## src/rtl/id_ex_issue.sv

```systemverilog
// RV32 decode/issue register between ID and EX: decodes R/LW/SW/BEQ/BNE, interlocks load-use, handles stall/flush.
// Optional ITYPE_ALU_EN macro adds OP-IMM (ADDI/ANDI/ORI/XORI/SLLI/SRLI/SRAI) decode; otherwise 0010011 is illegal.
module id_ex_issue #(
  parameter int data_width = 32
) (
  input  logic                  clk,
  input  logic                  rst_n,
  input  logic                  in_valid,
  output logic                  in_ready,
  input  logic [31:0]           instr,
  input  logic [data_width-1:0] rs1_data,
  input  logic [data_width-1:0] rs2_data,
  input  logic                  ex_stall,
  input  logic                  flush,
  output logic [1:0]            alu_op,
  output logic [2:0]            funct3,
  output logic [6:0]            funct7,
  output logic [data_width-1:0] operand_A,
  output logic [data_width-1:0] operand_B,
  output logic [data_width-1:0] store_data,
  output logic [data_width-1:0] imm,
  output logic [4:0]            rd,
  output logic                  reg_write,
  output logic                  mem_read,
  output logic                  mem_write,
  output logic                  branch,
  output logic                  out_valid,
  output logic                  illegal_instr
);

  logic [6:0]            opcode_s;
  logic [2:0]            f3_s;
  logic [4:0]            rs1_idx_s;
  logic [4:0]            rs2_idx_s;
  logic [4:0]            rd_idx_s;
  logic [data_width-1:0] imm_i_s;
  logic [data_width-1:0] imm_st_s;
  logic [data_width-1:0] imm_b_s;

  logic                  dec_legal_s;
  logic                  dec_uses_rs2_s;
  logic [1:0]            dec_alu_op_s;
  logic [6:0]            dec_funct7_s;
  logic [data_width-1:0] dec_a_s;
  logic [data_width-1:0] dec_b_s;
  logic [data_width-1:0] dec_store_s;
  logic [data_width-1:0] dec_imm_s;
  logic [4:0]            dec_rd_s;
  logic                  dec_reg_write_s;
  logic                  dec_mem_read_s;
  logic                  dec_mem_write_s;
  logic                  dec_branch_s;

  logic                  load_use_s;
  logic                  update_s;
  logic                  issue_s;
  logic                  illegal_s;

  assign opcode_s  = instr[6:0];
  assign f3_s      = instr[14:12];
  assign rs1_idx_s = instr[19:15];
  assign rs2_idx_s = instr[24:20];
  assign rd_idx_s  = instr[11:7];
  assign imm_i_s   = {{(data_width-12){instr[31]}}, instr[31:20]};
  assign imm_st_s  = {{(data_width-12){instr[31]}}, instr[31:25], instr[11:7]};
  assign imm_b_s   = {{(data_width-13){instr[31]}}, instr[31], instr[7], instr[30:25], instr[11:8], 1'b0};

  // Instruction decode into the issue-register payload
  always_comb begin
    dec_legal_s     = 1'b0;
    dec_uses_rs2_s  = 1'b0;
    dec_alu_op_s    = 2'b00;
    dec_funct7_s    = 7'd0;
    dec_a_s         = '0;
    dec_b_s         = '0;
    dec_store_s     = '0;
    dec_imm_s       = '0;
    dec_rd_s        = 5'd0;
    dec_reg_write_s = 1'b0;
    dec_mem_read_s  = 1'b0;
    dec_mem_write_s = 1'b0;
    dec_branch_s    = 1'b0;
    case (opcode_s)
      7'b0110011: begin
        dec_legal_s     = 1'b1;
        dec_uses_rs2_s  = 1'b1;
        dec_alu_op_s    = 2'b10;
        dec_funct7_s    = instr[31:25];
        dec_a_s         = rs1_data;
        dec_b_s         = rs2_data;
        dec_rd_s        = rd_idx_s;
        dec_reg_write_s = 1'b1;
      end
      7'b0000011: begin
        if (f3_s == 3'b010) begin
          dec_legal_s     = 1'b1;
          dec_a_s         = rs1_data;
          dec_b_s         = imm_i_s;
          dec_imm_s       = imm_i_s;
          dec_rd_s        = rd_idx_s;
          dec_reg_write_s = 1'b1;
          dec_mem_read_s  = 1'b1;
        end else begin
          dec_legal_s = 1'b0;
        end
      end
      7'b0100011: begin
        if (f3_s == 3'b010) begin
          dec_legal_s     = 1'b1;
          dec_uses_rs2_s  = 1'b1;
          dec_a_s         = rs1_data;
          dec_b_s         = imm_st_s;
          dec_imm_s       = imm_st_s;
          dec_store_s     = rs2_data;
          dec_mem_write_s = 1'b1;
        end else begin
          dec_legal_s = 1'b0;
        end
      end
      7'b1100011: begin
        if ((f3_s == 3'b000) || (f3_s == 3'b001)) begin
          dec_legal_s    = 1'b1;
          dec_uses_rs2_s = 1'b1;
          dec_alu_op_s   = 2'b01;
          dec_a_s        = rs1_data;
          dec_b_s        = rs2_data;
          dec_imm_s      = imm_b_s;
          dec_branch_s   = 1'b1;
        end else begin
          dec_legal_s = 1'b0;
        end
      end
`ifdef ITYPE_ALU_EN
      7'b0010011: begin
        dec_legal_s     = 1'b1;
        dec_alu_op_s    = 2'b10;
        // Only the shifts carry a meaningful funct7 (SRAI vs SRLI)
        if ((f3_s == 3'b001) || (f3_s == 3'b101)) begin
          dec_funct7_s = instr[31:25];
        end else begin
          dec_funct7_s = 7'd0;
        end
        dec_a_s         = rs1_data;
        dec_b_s         = imm_i_s;
        dec_imm_s       = imm_i_s;
        dec_rd_s        = rd_idx_s;
        dec_reg_write_s = 1'b1;
      end
`endif
      default: begin
        dec_legal_s = 1'b0;
      end
    endcase
  end

  // Issue control: flush > ex_stall > load-use > normal issue
  always_comb begin
    load_use_s = in_valid && out_valid && mem_read && (rd != 5'd0) &&
                 ((rd == rs1_idx_s) || ((rd == rs2_idx_s) && dec_uses_rs2_s));
    update_s   = flush || !ex_stall;
    issue_s    = 1'b0;
    illegal_s  = 1'b0;
    in_ready   = 1'b0;
    if (!rst_n) begin
      in_ready = 1'b0;
    end else if (flush) begin
      in_ready = 1'b1;
    end else if (ex_stall) begin
      in_ready = 1'b0;
    end else if (load_use_s) begin
      in_ready = 1'b0;
    end else begin
      in_ready  = in_valid;
      issue_s   = in_valid && dec_legal_s;
      illegal_s = in_valid && !dec_legal_s;
    end
  end

  // Issue register; non-issuing updates load a bubble with every control cleared
  always_ff @(posedge clk or negedge rst_n) begin
    if (!rst_n) begin
      out_valid     <= 1'b0;
      illegal_instr <= 1'b0;
      alu_op        <= 2'b00;
      funct3        <= 3'd0;
      funct7        <= 7'd0;
      operand_A     <= '0;
      operand_B     <= '0;
      store_data    <= '0;
      imm           <= '0;
      rd            <= 5'd0;
      reg_write     <= 1'b0;
      mem_read      <= 1'b0;
      mem_write     <= 1'b0;
      branch        <= 1'b0;
    end else if (update_s) begin
      out_valid     <= issue_s;
      illegal_instr <= illegal_s;
      alu_op        <= issue_s ? dec_alu_op_s    : 2'b00;
      funct3        <= issue_s ? f3_s            : 3'd0;
      funct7        <= issue_s ? dec_funct7_s    : 7'd0;
      operand_A     <= issue_s ? dec_a_s         : '0;
      operand_B     <= issue_s ? dec_b_s         : '0;
      store_data    <= issue_s ? dec_store_s     : '0;
      imm           <= issue_s ? dec_imm_s       : '0;
      rd            <= issue_s ? dec_rd_s        : 5'd0;
      reg_write     <= issue_s ? dec_reg_write_s : 1'b0;
      mem_read      <= issue_s ? dec_mem_read_s  : 1'b0;
      mem_write     <= issue_s ? dec_mem_write_s : 1'b0;
      branch        <= issue_s ? dec_branch_s    : 1'b0;
    end else begin
      // Held during EX stall; the illegal flag stays a single-cycle pulse
      illegal_instr <= 1'b0;
    end
  end

endmodule

```

## config.mk

```make
export PLATFORM = sky130hd
export DESIGN_NAME = id_ex_issue
export DESIGN_NICKNAME = d
export VERILOG_FILES = /design/src/rtl/id_ex_issue.sv
export SDC_FILE = /design/constraint.sdc
export NUM_CORES = 1
export LEC_CHECK = 0
export BUFFER_PORTS_ARGS = -buffer_cell sky130_fd_sc_hd__buf_2
export CORE_UTILIZATION = 47
export DETAILED_ROUTE_END_ITERATION = 10
export HOLD_SLACK_MARGIN = 0.02
export PLACE_DENSITY = 0.8
export SLEW_MARGIN = 15
export SYNTH_ARGS = -nofsm -noshare
export SYNTH_HDL_FRONTEND = slang
export SYNTH_SLANG_ARGS = --single-unit
```

## constraint.sdc

```tcl
create_clock -name clk -period 2.65 [get_ports clk]
set_input_delay 0 -clock clk [delete_from_list [all_inputs] [get_ports clk]]
set_output_delay 0 -clock clk [all_outputs]
set_load 0.02 [all_outputs]
```

Word level (Yosys, flattened, before mapping)
Cells that the tools add are included.

Logic and storage cells: 86. Output and inout port bits: 152. Bits in registers: 151. Input bits: 101.

Equality and inequality tests: 8. Muxes and demuxes: 49. Reduce and logical (&&, ||, !) cells: 15.

Operators by type and width (count): $mux 32 (12); $pmux 32 s3 (2); $pmux 32 s4 (1); $mux 1 (23); $eq 7x6->1 const B (2); $mux 7 (2); $eq 5x5->1 (2); $mux 5 (2); $pmux 5 s2 (1); $eq 7x2->1 const B (1); $eq 7x7->1 const B (1); $logic_and 1x1->1 (7); $pmux 1 s3 (2); $reduce_bool 5->1 (1); $pmux 2 s2 (1); $eq 3x1->1 const B (1); $eq 3x2->1 const B (1); $logic_not 3->1 (1); $logic_or 1x1->1 (3); $mux 3 (1); $logic_not 1->1 (2); $mux 2 (1); $pmux 1 s2 (1); $reduce_or 2->1 (1).

Logic depth before layout (Yosys ltp)
Gate-level depths: netlist of the first run.

Word-level depth: 12. Mapped depth: 8.

Worst setup path before layout of the first run
No wires, ideal clock.

Kind: register to output. Start: register rd[0]. End: output port in_ready. Required time: 2.650 ns. Stages on the path, launching flop included: 8. Setup slack: 0.379 ns. Arrival: 2.271 ns. Path through: dfrtp_1 or3_1 o311a_1 a41o_1 or2_1 clkbuf_1 buf_2 a21boi_1.

Cells in the longest elaborated chain, start to end: 8.

Ends and longest elaborated chain: start, declared (line 22) `output logic [4:0] rd,`; start signal, assigned (line 206) `rd <= issue_s ? dec_rd_s : 5'd0;`; $eq 5x5->1 (line 159) `((rd == rs1_idx_s) || ((rd == rs2_idx_s) && dec_uses_rs2_s));`; $logic_and 1x1->1 (line 159); $logic_or 1x1->1 (line 159); $logic_and 1x1->1 * (line 158) `load_use_s = in_valid && out_valid && mem_read && (rd != 5'd0) &&`; $mux 1 * (line 170) `end else if (load_use_s) begin`; $mux 1 * (line 168) `end else if (ex_stall) begin`; $mux 1 * (line 166) `end else if (flush) begin`; $mux 1 * (line 164) `if (!rst_n) begin`; end, declared (line 9) `output logic in_ready,`.

Every way passes the cells marked *; elsewhere a longest branch is shown, timed or not.

Worst setup path after layout of the first run
Start: register rd[1]. End: output port in_ready.

Same word-level chain as after synthesis.

==> metrics, run 1 <==
sw frac=21.00%; vias in the first global route=5294; Max-Slew Margin vs Limit=23.62%; routed via count=5271; CTS max path bufs=2; later-pin clock latency in the skew report=0.41 ns; Req. time, crit path=2.65 ns; hold-critical path depth=4; area occupied by multi-input gates=1948 µm²; worst setup path category=register to output pin; average cell area after synthesis=12.55 µm²; # Post-CTS Setup Buffers=0; die width=111 µm; ant diodes=0; Power Density=580.3 nW/µm²; Sequential Power Share=41.7%; DP Wirelength=11070 µm; fin nets=857; H-tree levels=4; maximum clock rate=0.3997 GHz; Placement Rows=39; CTS tree=done; RSZ-0062 raised after global routing=false; TNS Setup=0 ns; mapped cell area=5584 µm²; Crit. End Element=output pin; register area share after synthesis=59.15%; Hold Worst Slack=0.05679 ns; Yosys cell types=43; Vias/cell=5.780; Syn Inst Count=445; initial drt markers=514; share of cells above drive strength 1=39.66%; GP Congestion=0.8391; Port Buffers=252; Psw=0.001016 W; worst clock skew=0.006180 ns; DRT Pass-1 Iters=7; largest net degree at the start of global routing=69; failing checks=design-rule violations; Clk pwr share=51.3%; Congestion Overflow GR=0; power share of the combinational group=7.0%; crit path time final=2.502 ns; CP startpoint kind=register; Final setup viols=0; first-pass GRT wire length=27840 µm; die area=12320 µm²; drt total wl=17650 µm; Worst Max-Slew Pin Slew=1.146 ns; R2R cell count=6; clock net sink count=132; fin. max-slew vios=0; Hold Path Class=input port to register; syn_nets=546; Peak VDD IR=0.4783 mV; Placeable Area=11520 µm²; FILL cells=760; Synth Register Bits=132; status=finished with violations; Boundary Pins=253; Worst Path Max Fanout=23; Initial Utilization=48.49%; GR Util All Layers=29.52%; critical path arrival=2.50 ns; max-cap violation count=0; # DRC=38; CTS root buffer=clkbuf_16; Avg WL per Cell=19.36 µm; internal power=0.003823 W; Chip Height=111 µm; endpoints failing hold=0; Layout area overhead=49.36%; Tcrit/Tclk final=94.42%; DRT antenna net count=0; initial antenna violation count=0; clk slew on worst S/H paths=0.06 ns; Synth warnings=0; leakage=4.465 nW; sequential cell area=3303 µm²; Num CTS Buffers=17
Yosys cell counts:
master / count / share of area, %
buf_6: 3 / 0.60
a41o_1: 1 / 0.18
nor3_2: 1 / 0.18
and4_1: 1 / 0.16
nor3_4: 1 / 0.29
a32o_1: 21 / 3.8
nor2_1: 7 / 0.47
mux2i_1: 5 / 0.90
o31ai_1: 21 / 2.8
nor3b_1: 2 / 0.27
xnor2_1: 2 / 0.31
nor4_1: 3 / 0.34
nand2_1: 26 / 1.7
or3_1: 2 / 0.22
buf_2: 9 / 0.81
nand3_1: 1 / 0.090
or2_2: 1 / 0.11
a21o_1: 2 / 0.27
clkbuf_1: 24 / 1.6
or4b_1: 2 / 0.36
nor4b_4: 1 / 0.43
nand4bb_1: 1 / 0.20
o22ai_1: 1 / 0.11
a21boi_1: 1 / 0.13
a211oi_4: 1 / 0.36
dfrtp_1: 132 / 59
and2_1: 1 / 0.11
a31o_2: 1 / 0.16
o21ai_2: 1 / 0.16
a32oi_1: 1 / 0.16
o311a_1: 1 / 0.18
buf_4: 23 / 3.1
xor2_1: 8 / 1.3
nand2b_1: 4 / 0.45
a211oi_1: 1 / 0.13
or2_1: 1 / 0.11
a22o_1: 97 / 15
inv_1: 2 / 0.13
a21oi_1: 22 / 2.0
nor2b_1: 1 / 0.11
nor3_1: 3 / 0.27
or3b_2: 1 / 0.16
o21ai_0: 5 / 0.45
metal layers:
layer  share of wire [%]  up-vias  global-route usage [%]
li1                    -     2310                       -
met1                  38     2631                   34.40
met2                  52      271                   50.65
met3                 5.7       59                   6.069
met4                 4.2        0                   16.99
met5                   0        -                       0
placed cells by master, fill, tap and decap left out, drive strengths merged, types with 2 or more instances in the layout:
master / Yosys / layout
mux2i: 5 / 5
or3: 2 / 2
a32o: 21 / 21
o21ai: 6 / 6
bufinv: 0 / 4
a21o: 2 / 2
nor3: 5 / 5
a211oi: 2 / 2
dfrtp: 132 / 132
or2: 2 / 2
nor2: 7 / 7
nor4: 3 / 3
clkbuf: 24 / 22
a22o: 97 / 97
nor3b: 2 / 2
buf: 35 / 265
o31ai: 21 / 21
nand2: 26 / 26
inv: 2 / 2
nand2b: 4 / 4
clkinv: 0 / 5
or4b: 2 / 2
a21oi: 22 / 22
xor2: 8 / 8
dlygate4sd3: 0 / 86
xnor2: 2 / 2
flip-flops by register name, summed over array words and instances, names as in the netlist:
| signal | cells |
|---|---|
| imm | 13 |
| funct7 | 7 |
| alu_op | 2 |
| mem_read | 1 |
| operand_B | 32 |
| reg_write | 1 |
| store_data | 32 |
| illegal_instr | 1 |
| out_valid | 1 |
| funct3 | 3 |
| mem_write | 1 |
| operand_A | 32 |
| rd | 5 |
| branch | 1 |
power groups by stage:
stage               clock (W)  sequential, W  combinational, W
floorplan                   0        0.00205         0.0000674
global placement            0        0.00205          0.000228
detailed placement          0        0.00205          0.000234
CTS                   0.00251        0.00202          0.000334
global route          0.00260        0.00202          0.000368
finish                0.00248        0.00202          0.000340
timing repair:
item / 4_1_cts / 5_1_grt
hold buffers: 86 / 0
endpoints found under the setup margin: 1 / 0
resized for setup: 2 / 0
hold endpoints to repair: 257 / 0
cell type report:
class	count	share of cell area, %
clock buffers	22	5.686
clock inverters	10	1.830
inverters	2	0.09001
multi-input cells	252	23.36
flip-flops and latches	132	39.60
well taps	143	2.145
repair buffers	351	27.29
cells by family (layout without fill, tap and decap cells):
| family | Yosys count | count (layout) | synth area share, % |
|---|---|---|---|
| mux | 5 | 5 | 0.8963 |
| compound gates | 177 | 177 | 26.06 |
| buf+inv | 61 | 385 | 6.251 |
| xor+xnor | 10 | 10 | 1.569 |
| simple gates | 60 | 60 | 6.072 |
| flops | 132 | 132 | 59.15 |
critical path: stages (launching register included):
cell      delay (ns)
dfrtp_1         0.43
or3_1           0.37
o311a_1         0.31
a41o_1          0.26
or2_4           0.38
a21boi_1        0.16
buf_2           0.18
path summary, 6_finish.rpt:
path                             endpoint  slack [ns]          start
max                              in_ready        0.15          rd[1]
min in group asynchronous  store_data[10]        0.29          rst_n
max reg2reg                       imm[10]        0.41          rd[1]
min reg2reg                 operand_B[27]        0.47  operand_B[27]
max in group asynchronous  store_data[19]        1.33          rst_n
min                                imm[0]        0.06      instr[20]
metrics by stage:
step	cells	utilization [%]	instance area (µm²)	setup slack (ns)	power [W]
finish	912	72.43	8341	0.1479	0.004840
global route	912	72.43	8341	0.04847	0.004988
CTS	912	72.43	8341	0.1111	0.004866
detailed placement	794	59.49	6850	0.2430	0.002287
global placement	794	59.49	6850	0.3458	0.002281
floorplan	445	-	5584	0.3791	0.002122
No activity file was read; power rests on OpenSTA's default activity.
==> run 2, diff against run 1 <==
- CELL_PAD_IN_SITES_DETAIL_PLACEMENT: not set -> 0
- CELL_PAD_IN_SITES_GLOBAL_PLACEMENT: not set -> 1
- CORE_UTILIZATION: 47 -> 36
- PLACE_DENSITY: 0.8 -> not set
- PLACE_DENSITY_LB_ADDON: not set -> 0.1
==> metrics, run 2 (synthesis results as in run 1) <==
fin. max-slew vios=0; Placeable Area=15150 µm²; FILL cells=1321; H-tree levels=4; biggest regs=operand_A: 32 flops, operand_B: 32 flops, store_data: 32 flops; first-pass GRT wire length=27450 µm; GP Congestion=0.8726; Final setup viols=0; maximum clock rate=0.3943 GHz; worst clock skew=0.006674 ns; clk slew on worst S/H paths=0.05 ns; CP top delay family=simple AND/OR/NAND/NOR gates; Congestion Overflow GR=0; Vias/cell=5.260; die area=16010 µm²; crit-path cells=or3_1, o311a_1, a41o_1, or2_4, a21boi_1, buf_2; fin nets=858; CTS tree=done; crit path to=in_ready; Placed Cells=840; Power Density=587.2 nW/µm²; Max-Slew Margin vs Limit=43.43%; vias in the first global route=5185; drt total wl=17580 µm; Placement Rows=45; Critical Path Source=rd[0]; Crit. End Element=output pin; critical path depth=6; status=finished, final reports clean; fin cells=958; Req. time, crit path=2.65 ns; worst setup path category=register to output pin; hold-critical path depth=4; Tcrit/Tclk final=95.70%; DRT Pass-1 Iters=5; RSZ-0062 raised after global routing=false; Peak VDD IR=0.3795 mV; R2R cell count=6; most frequent cells in the layout=252 x buf_2, 132 x dfrtp_1, 97 x a22o_1; crit path buf inv count=1; Layout area overhead=50.21%; crit path time final=2.536 ns; Hold Path Class=input port to register; Initial Utilization=36.87%; # Post-CTS Setup Buffers=0; Chip Height=126.5 µm; worst r2r src=rd[0]; ant diodes=0; largest net degree at the start of global routing=74; critical path arrival=2.54 ns; initial antenna violation count=0; TNS Setup=0 ns; max-cap violation count=0; share of cells above drive strength 1=40.13%; CP startpoint kind=register; Port Buffers=252; r2r endpoint=rd[0]; R2R setup slack=0.36 ns; CTS max path bufs=2; # DRC=0; GR Util All Layers=22.27%; Avg WL per Cell=18.35 µm; CTS root buffer=clkbuf_16; clock net sink count=132; commonest non-fill, non-tap cell in the layout=buf_2; leakage=4.469 nW; Worst Max-Slew Pin Slew=0.8486 ns; die width=126.5 µm; Worst Path Max Fanout=23; max incr delay on CP=0.43 ns; Boundary Pins=253; initial drt markers=255; routed via count=5039; later-pin clock latency in the skew report=0.42 ns; Slowest-stage cell, CP=dfrtp_1; DRT antenna net count=0; endpoints failing hold=0; Num CTS Buffers=17; DP Wirelength=11060 µm
run 2: how the worst min path moves through the flow:
stage / slack, ns / to / from
CTS: 0.07 / imm[0] / instr[20]
floorplan: -0.30 / alu_op[0] / rst_n
global route: 0.11 / imm[0] / instr[20]
finish: 0.08 / imm[0] / instr[20]
global placement: -0.14 / operand_A[22] / rst_n
detailed placement: -0.13 / operand_A[22] / rst_n
run 2: layout make-up:
class                           instances  area (µm²)  area share (%)
Timing Repair Buffer                  352        2241           26.72
Inverter                                2       7.507         0.08950
Tap cell                              188       235.2           2.804
Clock inverter                         11       172.7           2.058
Sequential cell                       132        3303           39.38
Clock buffer                           21       480.5           5.728
Multi-Input combinational cell        252        1948           23.22
run 2: metal layers:
layer,GRT usage [%],vias up,wire [µm]
met1,28.23,2509,7680
li1,-,2312,-
met4,8.717,0,346
met3,6.453,27,1162
met5,0,-,0
met2,35.98,191,8393
run 2: power by group:
group          switching [W]  total (W)  internal (W)
logic               0.000172   0.000333      0.000160
clock network       0.000897    0.00258       0.00168
registers        0.000000210    0.00202       0.00202
run 2: stage by stage:
| step | setup slack, ns | cell area (µm²) | power (W) | util (%) | hold WS (ns) |
|---|---|---|---|---|---|
| 2_1_floorplan | 0.3791 | 5584 | 0.002122 | - | -0.2956 |
| 3_3_place_gp | 0.2505 | 6877 | 0.002284 | 45.40 | -0.1360 |
| 3_5_place_dp | 0.1559 | 6877 | 0.002287 | 45.40 | -0.1306 |
| 4_1_cts | 0.07850 | 8393 | 0.004974 | 55.42 | 0.07280 |
| 5_1_grt | 0.01564 | 8388 | 0.005095 | 55.38 | 0.1132 |
| 6_report | 0.1138 | 8388 | 0.004925 | 55.38 | 0.07852 |
run 2: worst reg2reg max path, stage by stage (launching register included):
cell,delay [ns]
dfrtp_1,0.43
or3_1,0.39
o311a_1,0.30
a41o_1,0.25
nor3_4,0.27
buf_12,0.32
a32o_1,0.25
run 2: timing repair:
item                                    4_1_cts  5_1_grt
resized for setup                             2        0
endpoints found under the setup margin        1        0
hold endpoints to repair                    190        0
hold buffers                                 86        0
==> run 3, diff against run 2 <==
- CORE_UTILIZATION: 36 -> 32
- clock period: 2.65 -> 2.3 ns (I/O delays scaled with it)
==> metrics, run 3 (synthesis results as in run 1) <==
status=finished with violations; failing checks=negative setup slack; Worst Path Max Fanout=2; commonest non-fill, non-tap cell in the layout=buf_2; CTS max path bufs=2; Power Density=627.9 nW/µm²; Placement Rows=47; CP startpoint kind=register; H-tree levels=4; worst setup path category=register to output pin; Crit. End Element=output pin; Max-Slew Margin vs Limit=52.89%; fin cells=1004; CTS tree=done; Avg WL per Cell=18.80 µm; Port Buffers=252; leakage=4.575 nW; Worst Hold Path EP=imm[3]; fin nets=872; Hold Path Class=input port to register; Hold Worst Slack=0.05474 ns; first-pass GRT wire length=27940 µm; post-route setup slack=-0.02313 ns; GP Congestion=0.7775; Placed Cells=875; Congestion Overflow GR=0; initial drt markers=256; final core occ=51.77%; GR Util All Layers=20.09%; vias in the first global route=4951; R2R setup slack=0.01 ns; clock net sink count=132; # DRC=0; drt total wl=18870 µm; fin. max-slew vios=0; crit path time final=2.323 ns; ant diodes=0; CTS root buffer=clkbuf_16; RSZ-0062 raised after global routing=true; hold-critical path depth=3; share of cells above drive strength 1=42.22%; FILL cells=1542; critical path arrival=2.32 ns; Tcrit/Tclk final=101.0%; Num CTS Buffers=17; biggest regs=operand_A: 32 flops, operand_B: 32 flops, store_data: 32 flops; Peak VDD IR=0.4719 mV; Hold Path Origin=instr[23]; Layout area overhead=55.93%; r2r endpoint=store_data[10]; most frequent cells in the layout=250 x buf_2, 132 x dfrtp_1, 97 x a22o_1; Placeable Area=16820 µm²; DRT antenna net count=0; largest net degree at the start of global routing=134; clk slew on worst S/H paths=0.06 ns; Worst Max-Slew Pin Slew=0.7066 ns; DRT Pass-1 Iters=7; Boundary Pins=253; R2R cell count=8; Req. time, crit path=2.30 ns; max-cap violation count=0; endpoints failing hold=0; die area=17980 µm²; Chip Height=134.1 µm; routed via count=5066; Final setup viols=1; maximum clock rate=0.4305 GHz; initial antenna violation count=0; die width=134.1 µm; worst clock skew=0.008891 ns; DP Wirelength=11600 µm; Initial Utilization=33.20%; Vias/cell=5.046; later-pin clock latency in the skew report=0.41 ns; worst r2r src=rd[2]
run 3: how the worst max path moves through the flow:
stage                     start            end  slack, ns  cells past startpoint
after floorplan           rd[0]       in_ready       0.03                      7
after global placement    rd[0]  illegal_instr       0.19                      6
after detailed placement  rd[2]      funct7[2]       0.12                      6
after CTS                 rd[2]       in_ready      -0.08                      7
after global routing      rd[2]       in_ready      -0.11                      7
final                     rd[2]       in_ready      -0.02                      7
run 3: area by class of cell:
cell class / instances / area [µm²] / area share, %
clock buffers: 20 / 446.7 / 5.130
multi-input cells: 252 / 2001 / 22.98
repair buffers: 366 / 2519 / 28.93
inverters: 2 / 7.507 / 0.08622
flip-flops and latches: 132 / 3303 / 37.94
clock inverters: 12 / 155.1 / 1.782
well taps: 220 / 275.3 / 3.161
run 3: critical path: stages, from the launching register on:
cell and delay (ns):
dfrtp_1 0.38, or3_1 0.36, o311a_1 0.32, a41o_1 0.22, or2_4 0.26, buf_12 0.13
a21boi_2 0.11, buf_4 0.15
run 3: where the power goes:
part	total, W	switching [W]	internal, W	leakage (nW)
logic	0.000399	0.000204	0.000195	2.44
clock network	0.00274	0.00101	0.00174	0.290
registers	0.00232	0.000000230	0.00232	1.84
total	0.00547	0.00121	0.00425	4.58
run 3: through the flow:
| step | area [µm²] | power, W | setup slack (ns) | TNS [ns] |
|---|---|---|---|---|
| 5_1_grt | 8707 | 0.005678 | -0.1118 | -1.570 |
| 3_3_place_gp | 7002 | 0.002646 | 0.1908 | 0 |
| 4_1_cts | 8508 | 0.005554 | -0.08010 | -0.08010 |
| 2_1_floorplan | 5584 | 0.002445 | 0.02908 | 0 |
| 6_report | 8707 | 0.005468 | -0.02313 | -0.02313 |
| 3_5_place_dp | 7002 | 0.002647 | 0.1156 | 0 |
run 3: repair_timing:
item | CTS | global route
gates resized for setup | 5 | 12
hold endpoints to repair | 254 | 0
setup endpoints to repair | 1 | 128
cloned | 1 | 7
setup buffers | 4 | 3
pin swaps | 5 | 3
hold buffers | 83 | 0
run 3: per-layer routing:
layer  vias up  global-route usage [%]  part of all wire, %
met1      2518                   26.42                   45
met2       189                   31.92                   47
li1       2335                       -                    -
met5         -                       0                    0
met3        24                   5.820                  6.1
met4         0                   6.242                  1.8
